File: src/rtl/mem_stage_if.sv
// mem_stage_if: EX->MEM inputs, SRAM read data and MEM->WB/forwarding outputs of the memory stage.
interface mem_stage_if;
  logic [5:0]  stall;
  logic [87:0] ex_to_mem_bus;
  logic [31:0] data_sram_rdata;
  logic [69:0] mem_to_wb_bus;
  logic [37:0] mem_to_rf_bus;
  logic [1:0]  mem_excp;
  modport master (
    output stall, ex_to_mem_bus, data_sram_rdata,
    input  mem_to_wb_bus, mem_to_rf_bus, mem_excp
  );
  modport slave (
    input  stall, ex_to_mem_bus, data_sram_rdata,
    output mem_to_wb_bus, mem_to_rf_bus, mem_excp
  );
endinterface

File: src/rtl/mem_stage.sv
// mem_stage: MEM pipeline stage with load extraction and a stall hold buffer for SRAM read data.
// Defining MEM_ALIGN_CHECK_EN enables load/store misalignment flags on mem_excp.
module mem_stage (
  input logic         clk,
  input logic         rst,
  mem_stage_if.slave  mem_io
);
  localparam logic Stop   = 1'b1;
  localparam logic NoStop = 1'b0;
  typedef enum logic {LIVE, HELD} state_e;
  state_e      state_q, state_d;
  logic [87:0] bus_q, bus_d;
  logic [31:0] hold_q, hold_d;
  logic        bubble, hold;
  logic        lb, lbu, lh, lhu, lw, sh, sw;
  logic [1:0]  a;
  logic [31:0] w, ld, wdata;
  logic [7:0]  b;
  logic [15:0] h;
  logic        adel, ades, we;
  logic        unused_ok;
  assign bubble = mem_io.stall[3] == Stop && mem_io.stall[4] == NoStop;
  assign hold   = mem_io.stall[3] == Stop && mem_io.stall[4] == Stop;
  always_ff @(posedge clk) begin
    if (rst) begin
      state_q <= LIVE;
      bus_q   <= '0;
      hold_q  <= '0;
    end else begin
      state_q <= state_d;
      bus_q   <= bus_d;
      hold_q  <= hold_d;
    end
  end
  // SRAM data is only valid in the first MEM cycle, so capture it on entry to HELD
  always_comb begin
    bus_d   = bubble ? '0 : hold ? bus_q : mem_io.ex_to_mem_bus;
    state_d = hold ? HELD : LIVE;
    hold_d  = (hold && state_q == LIVE) ? mem_io.data_sram_rdata : hold_q;
  end
  assign {lb, lbu, lh, lhu, lw} = bus_q[87:83];
  assign sh = bus_q[81];
  assign sw = bus_q[80];
  assign a  = bus_q[1:0];
  always_comb begin
    w     = state_q == HELD ? hold_q : mem_io.data_sram_rdata;
    b     = a == 2'd0 ? w[7:0] : a == 2'd1 ? w[15:8] : a == 2'd2 ? w[23:16] : w[31:24];
    h     = a[1] ? w[31:16] : w[15:0];
    ld    = lb  ? {{24{b[7]}}, b} :
            lbu ? {24'b0, b} :
            lh  ? {{16{h[15]}}, h} :
            lhu ? {16'b0, h} :
            lw  ? w : '0;
    wdata = bus_q[38] ? ld : bus_q[31:0];
`ifdef MEM_ALIGN_CHECK_EN
    adel  = (lw && a != 2'd0) || ((lh || lhu) && a[0]);
    ades  = (sw && a != 2'd0) || (sh && a[0]);
`else
    adel  = 1'b0;
    ades  = 1'b0;
`endif
    we    = bus_q[37] && !adel;
  end
  assign mem_io.mem_to_wb_bus = {bus_q[79:48], we, bus_q[36:32], wdata};
  assign mem_io.mem_to_rf_bus = {we, bus_q[36:32], wdata};
  assign mem_io.mem_excp      = {adel, ades};
  assign unused_ok = ^{bus_q[82], bus_q[47:39], mem_io.stall[5], mem_io.stall[2:0], sh, sw};
endmodule

File: src/flat_wrapper.sv
// flat-port wrapper written by rule: the top's interface ports become plain ports
module mem_stage_flat 
  (clk, rst, mem_io_stall, mem_io_ex_to_mem_bus, mem_io_data_sram_rdata, mem_io_mem_to_wb_bus, mem_io_mem_to_rf_bus, mem_io_mem_excp);
  mem_stage_if mem_io_i ();
  input logic clk;
  input logic rst;
  input wire logic [$bits(mem_io_i.stall)-1:0] mem_io_stall;
  input wire logic [$bits(mem_io_i.ex_to_mem_bus)-1:0] mem_io_ex_to_mem_bus;
  input wire logic [$bits(mem_io_i.data_sram_rdata)-1:0] mem_io_data_sram_rdata;
  output wire logic [$bits(mem_io_i.mem_to_wb_bus)-1:0] mem_io_mem_to_wb_bus;
  output wire logic [$bits(mem_io_i.mem_to_rf_bus)-1:0] mem_io_mem_to_rf_bus;
  output wire logic [$bits(mem_io_i.mem_excp)-1:0] mem_io_mem_excp;
  assign mem_io_i.stall = mem_io_stall;
  assign mem_io_i.ex_to_mem_bus = mem_io_ex_to_mem_bus;
  assign mem_io_i.data_sram_rdata = mem_io_data_sram_rdata;
  assign mem_io_mem_to_wb_bus = mem_io_i.mem_to_wb_bus;
  assign mem_io_mem_to_rf_bus = mem_io_i.mem_to_rf_bus;
  assign mem_io_mem_excp = mem_io_i.mem_excp;
  mem_stage u_core (.clk(clk), .rst(rst), .mem_io(mem_io_i));
endmodule
File: config.mk
export PLATFORM = sky130hd
export DESIGN_NAME = mem_stage_flat
export DESIGN_NICKNAME = d
export VERILOG_FILES = /design/src/rtl/mem_stage_if.sv /design/src/rtl/mem_stage.sv /design/src/flat_wrapper.sv
export SDC_FILE = /design/constraint.sdc
export NUM_CORES = 1
export LEC_CHECK = 0
export CAP_MARGIN = 20
export CORE_MARGIN = 2
export CORE_UTILIZATION = 44
export DETAILED_ROUTE_END_ITERATION = 8
export PLACE_DENSITY = 0.82
export REMOVE_ABC_BUFFERS = 1
export SYNTH_ARGS = -nofsm -noshare
export SYNTH_HDL_FRONTEND = slang
export SYNTH_SLANG_ARGS = --single-unit
File: constraint.sdc
create_clock -name clk -period 3.2 [get_ports clk]
set_input_delay 0.64 -clock clk [delete_from_list [all_inputs] [get_ports clk]]
set_output_delay 0.64 -clock clk [all_outputs]
set_load 0.01 [all_outputs]
==> out/results.ini, run 1 <==
[outcome]
status = finished, final reports clean

[placement]
dpl_worst_slack_ns = -0.382
dp.cells = 1012
hpwl_um = 11500
port_buffers = 219
gp_congestion = 0.810
placed_area_um2 = 7640

[timing]
fin_worst_skew_ns = 0.00274
finalMaxSlewViolations = 0
hold_viol = 0
worstMarginPinSlew_ns = 0.838
relSlewSlack = 0.441
layout_setup_ws_ns = 0.0777
period_share = 0.976
fin_crit_ns = 3.12
clock.fmax_mhz = 320
setup_viol = 0
grt_setup_unrepaired = no

[floorplan]
coreArea_um2 = 12800
floorplan.initialDensity = 0.455
die-area_um2 = 14100
dieHeight_um = 119
fp.dieW_um = 119
fp-row-count = 41
ios = 238

[flow_run]
drv_cap = 0

[pwr]
clock_power_share = 0.326
swShare = 0.265
power_leakage_nw = 3.09
power.total_mw = 3.16
p_comb_frac = 0.212
powerDensity_nw_per_um2 = 404
p_int_mw = 2.32
pwr-share-seq = 0.462
p_sw_mw = 0.836
peakVddDrop_mv = 0.280

[clocking]
cts.sinks = 109
cts_made_buffers = 9
cts_root_buf = clkbuf_16
cts_tree = done
clockBufferDepth = 2
ctsHoldBuffers = 0
htree_levels = 3
clk_latency_ns = 0.35
cts.clk_slew.worst_paths_ns = 0.06

[final_layout]
fin_cells = 1032
design_area_um2 = 7820
final_nets = 983
layout-drive-gt1-share = 0.164
area_delta_synth_final_pct = 34.4

[synthesis]
ys_seq_elements = 109
synth_area_um2 = 5810
ys_async_sr_fraction = 0
ys.warnings.count = 0
ys_seq_area_frac = 0.375
synth_cell_type_count = 36
synth_edf_count = 0
syn_avg_cell_area_um2 = 7.96
ys.flop_type = dfxtp_1
synthCells = 730

[setup_path]
crit_chain = clkdlybuf4s50_1, mux2_2, mux2_2, a32oi_1, o21ai_1, clkdlybuf4s50_1
critPathMaxStageDelay_ns = 0.49
crit_slowest_cell = clkdlybuf4s50_1
reg2reg_to = u_core.hold_q[19]
cp_data_required_time_ns = 2.56
worstPathMaxFanout = 2
crit_path_end = mem_io_mem_to_wb_bus[1]
startpoint = mem_io_data_sram_rdata[25]
crit_arrival_ns = 2.48
path_depth = 6
crit_path_start_kind = primary input
path_buf_inv = 2
crit_type = in2out
r2r_cells = 4
rrSetupSlack_ns = 1.60
cpLargestDelayFamily = buffers and inverters
crit_path_end_kind = primary output
reg2reg_from = u_core.state_q

[global_routing]
grt_pass1_wl_um = 25700
overflow = 0
grt_max_degree = 153
antenna_found_initial = 1
track_usage = 0.228
grt_pass1_vias = 5022

[detailed_routing]
drt_iter0_drc = 397
routed_wl_um = 16800
vias = 5428
wl_per_cell_um = 16.3
ant_nets = 0
drc = 0
dr.pass1.iters = 7
vias_per_cell = 5.26

[min_path]
hold_path_class = reg2reg
min_from = u_core.hold_q[20]

==> layout by cell type (no fill, tap or decap), drive strengths merged, types with 2 or more instances in the layout <==
cell / synthesis / layout
mux2: 27 / 27
dlygate4sd2: 0 / 3
o21ai: 8 / 8
nand2: 91 / 91
dfxtp: 109 / 109
or3b: 2 / 2
nor2b: 4 / 4
clkdlybuf4s15: 0 / 9
a22oi: 20 / 20
nor3: 2 / 2
clkdlybuf4s50: 0 / 156
nand3: 79 / 79
nor2: 12 / 12
clkbuf: 55 / 13
o21bai: 3 / 3
clkinv: 1 / 3
o31ai: 5 / 5
mux2i: 11 / 11
a31oi: 3 / 3
a21oi: 114 / 114
or2: 2 / 2
o221ai: 4 / 4
nand2b: 78 / 78
a222oi: 5 / 5
mux4: 2 / 2
buf: 84 / 77
dlymetal6s2s: 0 / 7
conb: 1 / 2
==> cells in the mapped netlist (4+ instances only) <==
cell,number,share of area
a222oi_1,5,0.0086
o221ai_1,4,0.0060
o31ai_1,5,0.0065
nand2b_1,78,0.084
a21oi_1,114,0.098
nor2_1,12,0.0077
a22oi_1,20,0.026
o21ai_0,8,0.0069
nand3_1,79,0.068
nand2_1,91,0.059
dfxtp_1,109,0.38
mux2_2,27,0.052
buf_4,78,0.10
nor2b_1,4,0.0043
clkbuf_1,55,0.036
mux2i_1,11,0.019
==> worst min-delay path by stage <==
stage,end,cells after the start
floorplan,u_core.hold_q[10],2
global placement,u_core.hold_q[30],2
detailed placement,u_core.hold_q[30],2
CTS,u_core.hold_q[20],2
global route,u_core.hold_q[10],2
finish,u_core.hold_q[20],2
==> logic make-up (layout without fill, tap and decap cells) <==
logic type / after synthesis / after routing / synth area share
AOI/OAI and AO/OA: 165 / 165 / 0.166
buffers and inverters: 141 / 269 / 0.145
DFF: 109 / 109 / 0.375
muxes: 40 / 40 / 0.0790
other: 1 / 3 / 0.000645
and+or+nand+nor: 274 / 274 / 0.235
==> layout make-up <==
type	count	area [um^2]
Fill cell	1137	4960
Multi-Input combinational cell	481	2830
Timing Repair Buffer	252	2310
Sequential cell	109	2190
Clock buffer	13	250
Tap cell	172	215
Clock inverter	2	10.0
Inverter	2	7.51
Antenna cell	1	2.50
==> flip-flops by register name, indices dropped and copies added, names as in the netlist <==
signal,cells
u_core.bus_q,76
u_core.hold_q,32
u_core.state_q,1
==> through the flow <==
step,util,TNS (ns),hold WS (ns)
floorplan,-,-2.33,0.427
global placement,0.598,-13.81,0.438
detailed placement,0.598,-14.81,0.446
CTS,0.608,-0.0213,0.455
global route,0.612,0,0.470
finish,0.612,0,0.453
==> tightest hold or removal path, stage by stage, from the launching register on <==
cell and delay [ns]:
dfxtp_1 0.31, nand2_1 0.05, a21oi_1 0.05
==> layer usage <==
metal  vias up  track usage  wire (um)
met5         -            0          0
met4         0       0.0811        267
met3        16       0.0632       1580
met2       232        0.371       7910
met1      2507        0.289       7060
li1       2673            -          -
==> what timing repair did <==
item	4_1_cts	5_1_grt
resized for setup	205	13
setup buffers	5	0
hold endpoints to repair	0	0
pin swaps	1	0
endpoints found under the setup margin	64	53
==> power by group through the flow <==
stage	clock network (mW)	logic (mW)	registers, mW
2_1_floorplan	0	0.233	1.50
3_3_place_gp	0	0.688	1.49
3_5_place_dp	0	0.696	1.49
4_1_cts	1.05	0.668	1.46
5_1_grt	1.10	0.722	1.46
6_report	1.03	0.668	1.46
(Power assumes the default switching activity.)
==> run 2: changes to the inputs <==
--- a/config.mk
+++ b/config.mk
@@ -5,11 +5,11 @@
 export SDC_FILE = /design/constraint.sdc
 export NUM_CORES = 1
 export LEC_CHECK = 0
-export CAP_MARGIN = 20
 export CORE_MARGIN = 2
 export CORE_UTILIZATION = 44
 export DETAILED_ROUTE_END_ITERATION = 8
 export PLACE_DENSITY = 0.82
+export RECOVER_POWER = 100
 export REMOVE_ABC_BUFFERS = 1
 export SYNTH_ARGS = -nofsm -noshare
 export SYNTH_HDL_FRONTEND = slang
==> out/results.ini, run 2 (synthesized netlist as in run 1, its figures left out) <==
[final_layout]
final_nets = 983  ; unchanged
fillCellCount = 1170  ; +2.9%
area_delta_synth_final_pct = 33.1
mostFrequentLayoutCells = a21oi_1, clkdlybuf4s50_1, dfxtp_1, nand2_1
layout-drive-gt1-share = 0.118  ; -0.0466
reg_top3 = u_core.bus_q: 76 flops, u_core.hold_q: 32 flops, u_core.state_q: 1 flops
top_register = u_core.bus_q
utilization = 0.606  ; -0.00627
largest_register_ffs = 76  ; unchanged
final_common_cell = a21oi_1

[clocking]
cts.sinks = 109  ; unchanged
cts_tree = done
clockBufferDepth = 2  ; unchanged
htree_levels = 3  ; unchanged
cts_made_buffers = 9  ; unchanged
cts.clk_slew.worst_paths_ns = 0.06  ; about the same
cts_root_buf = clkbuf_16
clk_latency_ns = 0.35  ; about the same

[timing]
tns_ns = 0  ; unchanged
hold_viol = 0  ; unchanged
fin_crit_ns = 3.13  ; +0.00486 ns
grt_setup_unrepaired = no
setup_viol = 0  ; unchanged
period_share = 0.977  ; +0.00152
finalMaxSlewViolations = 52  ; +52
clock.fmax_mhz = 320  ; -0.16%
fin_worst_skew_ns = 0.00411  ; +0.00137 ns
relSlewSlack = -0.661  ; -1.10
worstMarginPinSlew_ns = 2.49  ; +1.65 ns

[min_path]
worst_hold_path.num_cells = 2  ; unchanged
hold_path_class = reg2reg

[global_routing]
grt_pass1_wl_um = 25700  ; unchanged
overflow = 0  ; unchanged
grt_use_met1 = 0.289  ; unchanged
use_met2 = 0.371  ; unchanged
grt_busiest_layer = met2
track_usage = 0.228  ; unchanged
met3_usage = 0.0632  ; unchanged
grt_pass1_vias = 5022  ; unchanged
antenna_found_initial = 1  ; unchanged
grt_max_degree = 153  ; unchanged

[floorplan]
coreArea_um2 = 12800  ; unchanged
ios = 238  ; unchanged
die-area_um2 = 14100  ; unchanged
fp-row-count = 41  ; unchanged
fp.dieW_um = 119  ; unchanged
floorplan.initialDensity = 0.455  ; unchanged
dieHeight_um = 119  ; unchanged

[pwr]
p_sw_mw = 0.831  ; -0.56%
swShare = 0.265  ; +0.000572
power_leakage_nw = 3.04  ; -1.4%
peakVddDrop_mv = 0.277  ; -0.91%
powerDensity_nw_per_um2 = 405  ; +0.25%
p_comb_frac = 0.207  ; -0.005
pwr-share-seq = 0.465  ; +0.003
p_int_mw = 2.30  ; -0.85%
clock_power_share = 0.328  ; +0.002

[placement]
hpwl_um = 11500  ; unchanged
port_buffers = 219  ; unchanged
gp_congestion = 0.810  ; unchanged

[setup_path]
worstPathMaxFanout = 2  ; unchanged
r2r_cells = 4  ; unchanged
cp_data_required_time_ns = 2.56  ; about the same
crit_path_start_kind = primary input
crit_arrival_ns = 2.49  ; about the same
crit_type = in2out
crit_path_end_kind = primary output

[detailed_routing]
vias = 5428  ; unchanged
routed_wl_um = 16700  ; -0.49%
ant_nets = 0  ; unchanged
drt_iter0_drc = 403  ; +1.5%
wl_per_cell_um = 16.2  ; -0.49%
drc = 0  ; unchanged
vias_per_cell = 5.26  ; unchanged
dr.pass1.iters = 5  ; -2

[outcome]
violations = max-capacitance violations, max-slew violations
status = complete, but fails checks

[flow_run]
drv_cap = 1  ; +1

==> run 2: cell count changes in the layout (fill, tap and decap cells not counted), moves of 2 or more <==
cell             previous run  this run
buf_4                      26        23
clkbuf_1                    3        34
buf_2                      42         8
clkbuf_4                    0         2
dlymetal6s2s_1              7         4
clkdlybuf4s15_2             9         0
clkdlybuf4s50_1           156       112
clkbuf_2                    0         7
dlygate4sd3_1               0        44
clkdlybuf4s15_1             0         9
==> run 2: path summary, 6_finish.rpt <==
check | startpoint | to | slack (ns)
worst min-delay path | u_core.hold_q[20] | u_core.hold_q[20] | 0.45
worst max-delay path | mem_io_data_sram_rdata[25] | mem_io_mem_to_wb_bus[1] | 0.07
worst max register to register | u_core.state_q | u_core.hold_q[16] | 1.56
worst min register to register | u_core.hold_q[20] | u_core.hold_q[20] | 0.45
==> run 2: worst max-delay path: stages <==
cell	delay (ns)
clkdlybuf4s50_1	0.44
mux2_2	0.28
mux2_2	0.29
a32oi_1	0.22
o21ai_1	0.12
clkdlybuf4s50_1	0.49
==> run 2: final cells by class <==
type	count	area, um^2	area share
clock inverters	2	10.0	0.00129
inverters	2	7.51	0.000971
diodes	1	2.50	0.000324
repair buffers	252	2240	0.289
flip-flops and latches	109	2190	0.283
multi-input cells	481	2830	0.365
well taps	172	215	0.0278
clock buffers	13	250	0.0324
==> run 2: power groups by stage <==
stage               registers [mW]  logic (mW)  clock network (mW)
floorplan                     1.50       0.233                   0
global placement              1.49       0.688                   0
detailed placement            1.49       0.696                   0
CTS                           1.46       0.668                1.05
global route                  1.46       0.703                1.10
finish                        1.46       0.649                1.03
==> run 2: repair_timing <==
item / in CTS / in global routing
endpoints found under the setup margin: 64 / 53
setup buffers: 5 / 0
pin swaps: 1 / 0
resized for setup: 205 / 13
hold buffers: 0 / 0
==> run 2: stage by stage <==
step | hold WS [ns] | total power, mW | setup slack, ns | std cells | area [um^2]
2_1_floorplan | 0.427 | 1.74 | -0.103 | 592 | 4980
4_1_cts | 0.455 | 3.18 | -0.0109 | 1031 | 7770
3_3_place_gp | 0.438 | 2.17 | -0.362 | 1012 | 7640
5_1_grt | 0.470 | 3.27 | 0.00370 | 1031 | 7730
3_5_place_dp | 0.446 | 2.19 | -0.382 | 1012 | 7640
6_report | 0.453 | 3.13 | 0.0729 | 1032 | 7730
==> run 2: per-layer routing <==
layer	routed length, um	share of wire	vias to the layer above
met5	0	0	-
met4	267	0.016	0
met3	1490	0.089	16
met2	7950	0.48	209
met1	7020	0.42	2522
li1	-	-	2681
